**config.mk**
```make
export PLATFORM = sky130hd
export DESIGN_NAME = uart_tx_arbiter
export DESIGN_NICKNAME = d
export VERILOG_FILES = /design/src/rtl/uart_tx_arbiter.sv
export SDC_FILE = /design/constraint.sdc
export NUM_CORES = 1
export LEC_CHECK = 0
export ABC_AREA = 1
export BUFFER_PORTS_ARGS = -buffer_cell sky130_fd_sc_hd__buf_2
export CORE_MARGIN = 2
export CORE_UTILIZATION = 55
export DETAILED_ROUTE_END_ITERATION = 8
export PLACE_DENSITY = 0.83
export SYNTH_ARGS = -nofsm -noshare
export SYNTH_HDL_FRONTEND = slang
export SYNTH_SLANG_ARGS = --single-unit
```
**constraint.sdc**
```tcl
create_clock -name clk_i -period 3.91 [get_ports clk_i]
set_clock_uncertainty 0.2 [all_clocks]
set_input_delay 0.1955 -clock clk_i [delete_from_list [all_inputs] [get_ports clk_i]]
set_output_delay 0.1955 -clock clk_i [all_outputs]
set_load 0.01 [all_outputs]
```
**src/rtl/uart_tx_arbiter.sv**
```systemverilog
// Round-robin arbiter sharing one UART transmitter among NREQ byte-stream requesters.
// Grants whole bursts (ended by last, MAX_BURST rotation or HOLD_MAX stall) and sequences bytes start/done.
module uart_tx_arbiter #(
    parameter int NREQ      = 2,
    parameter int MAX_BURST = 16,
    parameter int HOLD_MAX  = 64
) (
    input  logic                 clk_i,
    input  logic                 reset_i,
    input  logic [NREQ-1:0]      req_valid_i,
    input  logic [8*NREQ-1:0]    req_data_i,
    input  logic [NREQ-1:0]      req_last_i,
    output logic [NREQ-1:0]      req_ready_o,
    output logic [NREQ-1:0]      grant_o,
    output logic                 tx_start_o,
    output logic [7:0]           tx_data_o,
    input  logic                 tx_done_i,
    output logic                 busy_o
);

    localparam int GW = (NREQ > 1) ? $clog2(NREQ) : 1;
    localparam int BW = (MAX_BURST > 1) ? $clog2(MAX_BURST) : 1;
    localparam int HW = (HOLD_MAX > 1) ? $clog2(HOLD_MAX) : 1;

    localparam logic [GW-1:0] LAST_G_RST = GW'(NREQ - 1);
    localparam logic [BW-1:0] BURST_END  = BW'(MAX_BURST - 1);
    localparam logic [HW-1:0] HOLD_END   = HW'(HOLD_MAX - 1);

    typedef enum logic [1:0] {
        IDLE,
        ACCEPT,
        START,
        WAIT_DONE
    } state_t;

    state_t            state_q, state_d;
    logic [NREQ-1:0]   grant_q, grant_d;
    logic [GW-1:0]     gidx_q, gidx_d;
    logic [GW-1:0]     last_g_q, last_g_d;
    logic [BW-1:0]     burst_q, burst_d;
    logic [HW-1:0]     hold_q, hold_d;
    logic [7:0]        data_q, data_d;
    logic              last_q, last_d;

    logic              pick_found;
    logic [GW-1:0]     pick_idx;
    logic [GW-1:0]     cand;

    logic              sel_valid;
    logic              sel_last;
    logic [7:0]        sel_data;

    // Search starts just after the previous owner so it ends up with lowest priority.
    always_comb begin
        pick_found = 1'b0;
        pick_idx   = '0;
        cand       = '0;
        for (int i = 1; i <= NREQ; i++) begin
            cand = GW'((int'(last_g_q) + i) % NREQ);
            if (!pick_found && req_valid_i[cand]) begin
                pick_found = 1'b1;
                pick_idx   = cand;
            end
        end
    end

    always_comb begin
        sel_valid = 1'b0;
        sel_last  = 1'b0;
        sel_data  = '0;
        for (int k = 0; k < NREQ; k++) begin
            if (gidx_q == GW'(k)) begin
                sel_valid = req_valid_i[k];
                sel_last  = req_last_i[k];
                sel_data  = req_data_i[8*k +: 8];
            end
        end
    end

    always_comb begin
        state_d  = state_q;
        grant_d  = grant_q;
        gidx_d   = gidx_q;
        last_g_d = last_g_q;
        burst_d  = burst_q;
        hold_d   = hold_q;
        data_d   = data_q;
        last_d   = last_q;

        unique case (state_q)
            IDLE: begin
                if (pick_found) begin
                    gidx_d           = pick_idx;
                    grant_d          = '0;
                    grant_d[pick_idx] = 1'b1;
                    burst_d          = '0;
                    hold_d           = '0;
                    state_d          = ACCEPT;
                end
            end
            ACCEPT: begin
                if (sel_valid) begin
                    data_d  = sel_data;
                    last_d  = sel_last;
                    hold_d  = '0;
                    state_d = START;
                end else if (hold_q == HOLD_END) begin
                    grant_d  = '0;
                    last_g_d = gidx_q;
                    state_d  = IDLE;
                end else begin
                    hold_d = hold_q + 1'b1;
                end
            end
            START: begin
                state_d = WAIT_DONE;
            end
            WAIT_DONE: begin
                if (tx_done_i) begin
                    if (last_q || (burst_q == BURST_END)) begin
                        grant_d  = '0;
                        last_g_d = gidx_q;
                        state_d  = IDLE;
                    end else begin
                        burst_d = burst_q + 1'b1;
                        state_d = ACCEPT;
                    end
                end
            end
            default: begin
                state_d = IDLE;
                grant_d = '0;
            end
        endcase
    end

    always_ff @(posedge clk_i or negedge reset_i) begin
        if (!reset_i) begin
            state_q  <= IDLE;
            grant_q  <= '0;
            gidx_q   <= '0;
            last_g_q <= LAST_G_RST;
            burst_q  <= '0;
            hold_q   <= '0;
            data_q   <= 8'h00;
            last_q   <= 1'b0;
        end else begin
            state_q  <= state_d;
            grant_q  <= grant_d;
            gidx_q   <= gidx_d;
            last_g_q <= last_g_d;
            burst_q  <= burst_d;
            hold_q   <= hold_d;
            data_q   <= data_d;
            last_q   <= last_d;
        end
    end

    // Outputs decode registered state only; nothing flows combinationally from inputs.
    assign req_ready_o = (state_q == ACCEPT) ? grant_q : '0;
    assign grant_o     = grant_q;
    assign tx_start_o  = (state_q == START);
    assign tx_data_o   = data_q;
    assign busy_o      = (state_q != IDLE);

endmodule

```
### Yosys cells after proc, flatten, opt, wreduce, memory -nomap -nowiden

Index checks and enable logic that the tools add are counted.
Widths: inputs -> output; s select.

* $add $sub $neg: 4
* reduce and logical (&&, ||, !) cells: 17
* mux-type cells: 38
* eq/ne operators: 13
* magnitude comparators: 4

Operators by type and width (count)
* $mux 2: 9
* $mux 6: 3
* $mux 1: 16
* $mux 4: 3
* $ne 2x2->1 const B: 6
* $pmux 6 s2: 1
* $mux 8: 1
* $pmux 2 s4: 1
* $pmux 4 s2: 1
* $reduce_bool 2->1: 4
* $add 6x1->6 const B: 1
* $eq 6x6->1 const B: 1
* $lt 1x2->1 const B: 3
* $ne 3x3->1 const B: 2
* $pmux 2 s3: 1
* $reduce_and 3->1: 2
* $reduce_and 6->1: 1
* $reduce_and 5->1: 1
* $add 4x1->4 const B: 1
* $eq 2x2->1 const B: 2
* $eq 4x4->1 const B: 1
* $reduce_and 2->1: 2
* $reduce_and 4->1: 1
* $reduce_bool 3->1: 1
* other kinds (9): 11

* input bits: 23
* bits in registers: 25
* output and inout bits: 14

### Logic depth before layout (Yosys ltp)

* depth in word-level cells: 13
* mapped depth: 9
* gate-level depth less buffers: 9

### Worst setup path before layout

OpenSTA, ideal clock, no wires.

* path kind: register to register
* start point: register burst_q[0]
* end point: register burst_q[0]
* setup slack: 2.442 ns
* required time: 3.645 ns
* arrival: 1.203 ns
* buffers on the path: 0
* cell stages (with the launch flop): 9
* setup time: 0.065 ns
* cell sequence: dfrtp_1 > ha_1 > nand3_1 > nand2_1 > nor2_1 > nor2_1 > nor2_1 > nand2_1 > nand2_1

* word-level cells in the longest chain between the ends: 4
* elaborated cells on any way between the ends: 8

RTL lines
* start: declaration: line 40 `logic [BW-1:0] burst_q, burst_d;`
* start signal: assignment: line 152 `burst_q <= burst_d;`
* $add 4x1->4 / $eq 4x4->1 (equally long branches): line 125, 120
* $mux 4 / $logic_or 1x1->1 (equally long branches): line 120 `if (last_q || (burst_q == BURST_END)) begin`
* $mux 4 / $ne 2x2->1 (equally long branches)
* $pmux 4 s2 / $reduce_and 4->1 (equally long branches)

Several ways; a longest one is shown, not always the timed one. The select of a mux whose other input is x is not followed.
A chain may end at the register's enable or synchronous reset.

### Worst setup path after layout

* start point: register gidx_q
* end point: register data_q[6], in the netlist tx_data_o[6]

* word-level cells in the longest chain between the ends: 2
* elaborated cells on any way between the ends: 3

RTL lines
* start: declaration: line 38 `logic [GW-1:0] gidx_q, gidx_d;`
* start signal: assignment: line 150 `gidx_q <= gidx_d;`
* $mux 1: line 72 `if (gidx_q == GW'(k)) begin`
* $reduce_and 2->1 (no source line)
* end signal: assignment: line 154 `data_q <= data_d;`
* end: declaration: line 42 `logic [7:0] data_q, data_d;`

Several ways; a longest one is shown, not always the timed one.

==> summary.txt <==
Outcome -> finished, final reports clean
Worst setup SP type -> register
Vias per cell -> 5.392
TritonCTS sink count -> 25
Crit-path leading delay family -> buffers and inverters
Fraction of layout cells with a size suffix above 1 -> 0.2222
DRT antenna net count -> 0
Core area -> 0.002410 sq mm
Area Growth Syn to Fin -> 30.66%
Slowest cell on the critical path -> dfrtp_1
Max Slew Vio Count -> 0
Critical path type -> reg2reg
Syn_nets -> 211
CTS Buf Count -> 3
Max-cap violations -> 0
Leakage -> 0.9450 nW
GR Overflow Total -> 0
Setup WS pre-CTS -> 2.254 ns
ANT cells -> 0
Ys async rst share -> 1.000
Layout fillers -> 173
Register area share after synthesis -> 0.4571
Die H -> 53.93 um
Starting Density -> 0.5691
Global placer's final weighted congestion -> 0.8523
PnR worst setup slack -> 1.651 ns
Worst VDD drop -> 0.0004993 V
Synth unique cells -> 24
Vias in the first global route -> 1347
Total number of yosys warnings -> 0
DR vias -> 1472
Worst EP required -> 3.99 ns
Drt drc -> 0
Critical path arrival -> 2.33 ns
Avg Inst Size Synth -> 7.373 sq um
Slowest stage delay, CP -> 0.65 ns
Hold crit path type -> in2reg
DR iter-0 viols -> 51
Drt pass-1 iters -> 4
Period Utilization, post-route -> 0.5778
Final wirelength -> 3.789 mm
Die X -> 53.93 um
Initial antenna violation count -> 0
Total die area -> 0.002908 sq mm
CTS Buffer Depth -> 2
All-Layer GR Usage -> 0.2912
Largest net degree at the start of global routing -> 26
Multi-input logic area -> 640.6 sq um
Clock transition at path regs -> 0.15 ns
Port Buffers -> 36
Mapped Area -> 0.001371 sq mm
Max H-tree Level -> 1
Buf+Inv Stages, Crit Path -> 2
Setup TNS -> 0 ns
Rel. slew slack -> 0.6332
HPWL Detailed -> 2.153 mm
Max FO, Critical Path -> 18
Sequential cell area -> 626.9 sq um
Finish-stage setup viols -> 0
Worst skew pair latency -> 0.33 ns
Final Hold Fails -> 0
Io pins -> 37
First-pass GRT wire length -> 6.009 mm
Post-Synthesis Cells -> 186
WL per Instance -> 13.88 um
Worst-margin pin slew -> 0.5502 ns
Worst-path cell chain -> nand2_1 > o21ai_2 > nand2_2 > inv_4 > nor2_1 > a31oi_1 > dlygate4sd3_1
Max Fclk -> 442.6 MHz
Crit end category -> register
Final #Nets -> 269
EDFF count, synth -> 0
Power Dens Cells -> 705.2 mW/mm^2
Crit path time final -> 2.259 ns
CTS tree -> yes
Top FF cell, synth -> dfrtp_1
Floorplan row count -> 18
Seq cells post-synth -> 25
RSZ-0062 raised after global routing -> no
Root buf cell -> clkbuf_4
-- sequential cells by signal, indices dropped and copies added, names as in the netlist, named ones only --
| name | cells |
|---|---|
| tx_data_o | 8 |
| last_g_q | 1 |
| last_q | 1 |
| grant_o | 2 |
| hold_q | 6 |
| gidx_q | 1 |
| state_q | 1 |
| burst_q | 4 |
-- layout make-up --
class,instances,share of cell area
multi-input combinational,136,0.3575
sequential,25,0.3499
timing repair buffer,55,0.2067
inverter,23,0.04958
tap,30,0.02095
clock buffer,3,0.01257
clock inverter,1,0.002793
-- cells by family (layout without fill, tap and decap cells) --
logic type               count (synthesis)  count (layout)  synth area share
flip-flops                              25              25            0.4571
XOR/XNOR                                 3               3           0.01916
adder cells (fa/ha/maj)                  2               2           0.01825
buffers and inverters                   25              82           0.07572
AND/OR/NAND/NOR                        112             112            0.3440
AO/OA/AOI/OAI                           19              19           0.08576
-- worst paths after layout --
kind	start	end	slack (ns)	cells after the start
max	gidx_q	tx_data_o[6]	1.65	7
min	tx_done_i	state_q[0]	0.02	4
max reg2reg	gidx_q	tx_data_o[6]	1.65	7
min reg2reg	last_g_q	last_g_q	0.30	2
max in group asynchronous	reset_i	last_g_q	2.97	2
min in group asynchronous	reset_i	grant_o[0]	0.17	2
-- worst min-delay path: cells and delay by family --
family	cells	cell delay, ns
buffers and inverters	2	0.17
AO/OA/AOI/OAI	1	0.09
AND/OR/NAND/NOR	1	0.07
-- cell usage in the layout (no fill, tap or decap), types with 3 or more instances in the layout --
cell type and instances:
a31oi_1 10, buf_2 36, clkbuf_4 3, dfrtp_1 24, dlygate4sd3_1 19, inv_1 20
nand2_1 65, nand3_1 14, nor2_1 23, o21ai_0 5, or2_2 3
-- cell usage after synthesis (2+ instances only) --
| library cell | count | area [sq um] |
|---|---|---|
| ha_1 | 2 | 25.02 |
| dfrtp_1 | 24 | 600.6 |
| xor2_1 | 2 | 17.52 |
| nand3_1 | 14 | 70.07 |
| o21ai_0 | 5 | 25.02 |
| a31oi_1 | 10 | 62.56 |
| o21ai_2 | 2 | 17.52 |
| nor2_2 | 2 | 12.51 |
| nor2_4 | 2 | 22.52 |
| nor2_1 | 23 | 86.33 |
| or2_2 | 3 | 18.77 |
| nand2_2 | 2 | 12.51 |
| nand2_1 | 65 | 244.0 |
| inv_1 | 20 | 75.07 |
-- per-stage QoR --
stage	std cells	utilization	instance area, sq um	total power (W)	hold slack, ns
floorplan	186	-	1371	0.0008248	-0.3001
detailed placement	250	0.6532	1574	0.0009801	0.01834
global placement	250	0.6532	1574	0.0009644	0.009513
finish	273	0.7435	1792	0.001264	0.02356
CTS	273	0.7435	1792	0.001202	0.01528
global route	273	0.7435	1792	0.001346	0.04855
-- where the power goes --
group          switching [W]  internal [W]
sequential         0.0000909      0.000354
combinational       0.000412      0.000285
clock              0.0000832     0.0000384
-- metal layers --
layer	track usage	vias to the layer above	part of all wire
met3	0.06389	11	0.077
met1	0.3775	678	0.43
met4	0.1111	0	0.018
met5	0	-	0
met2	0.4736	84	0.48
li1	-	699	-
-- repair_timing --
item,4_1_cts,5_1_grt
hold buffers,19,0
setup buffers,0,0
resized for setup,0,0
endpoints found under the setup margin,0,0
endpoints found under the hold margin,33,0
Power figures use the tool's default switching activity.
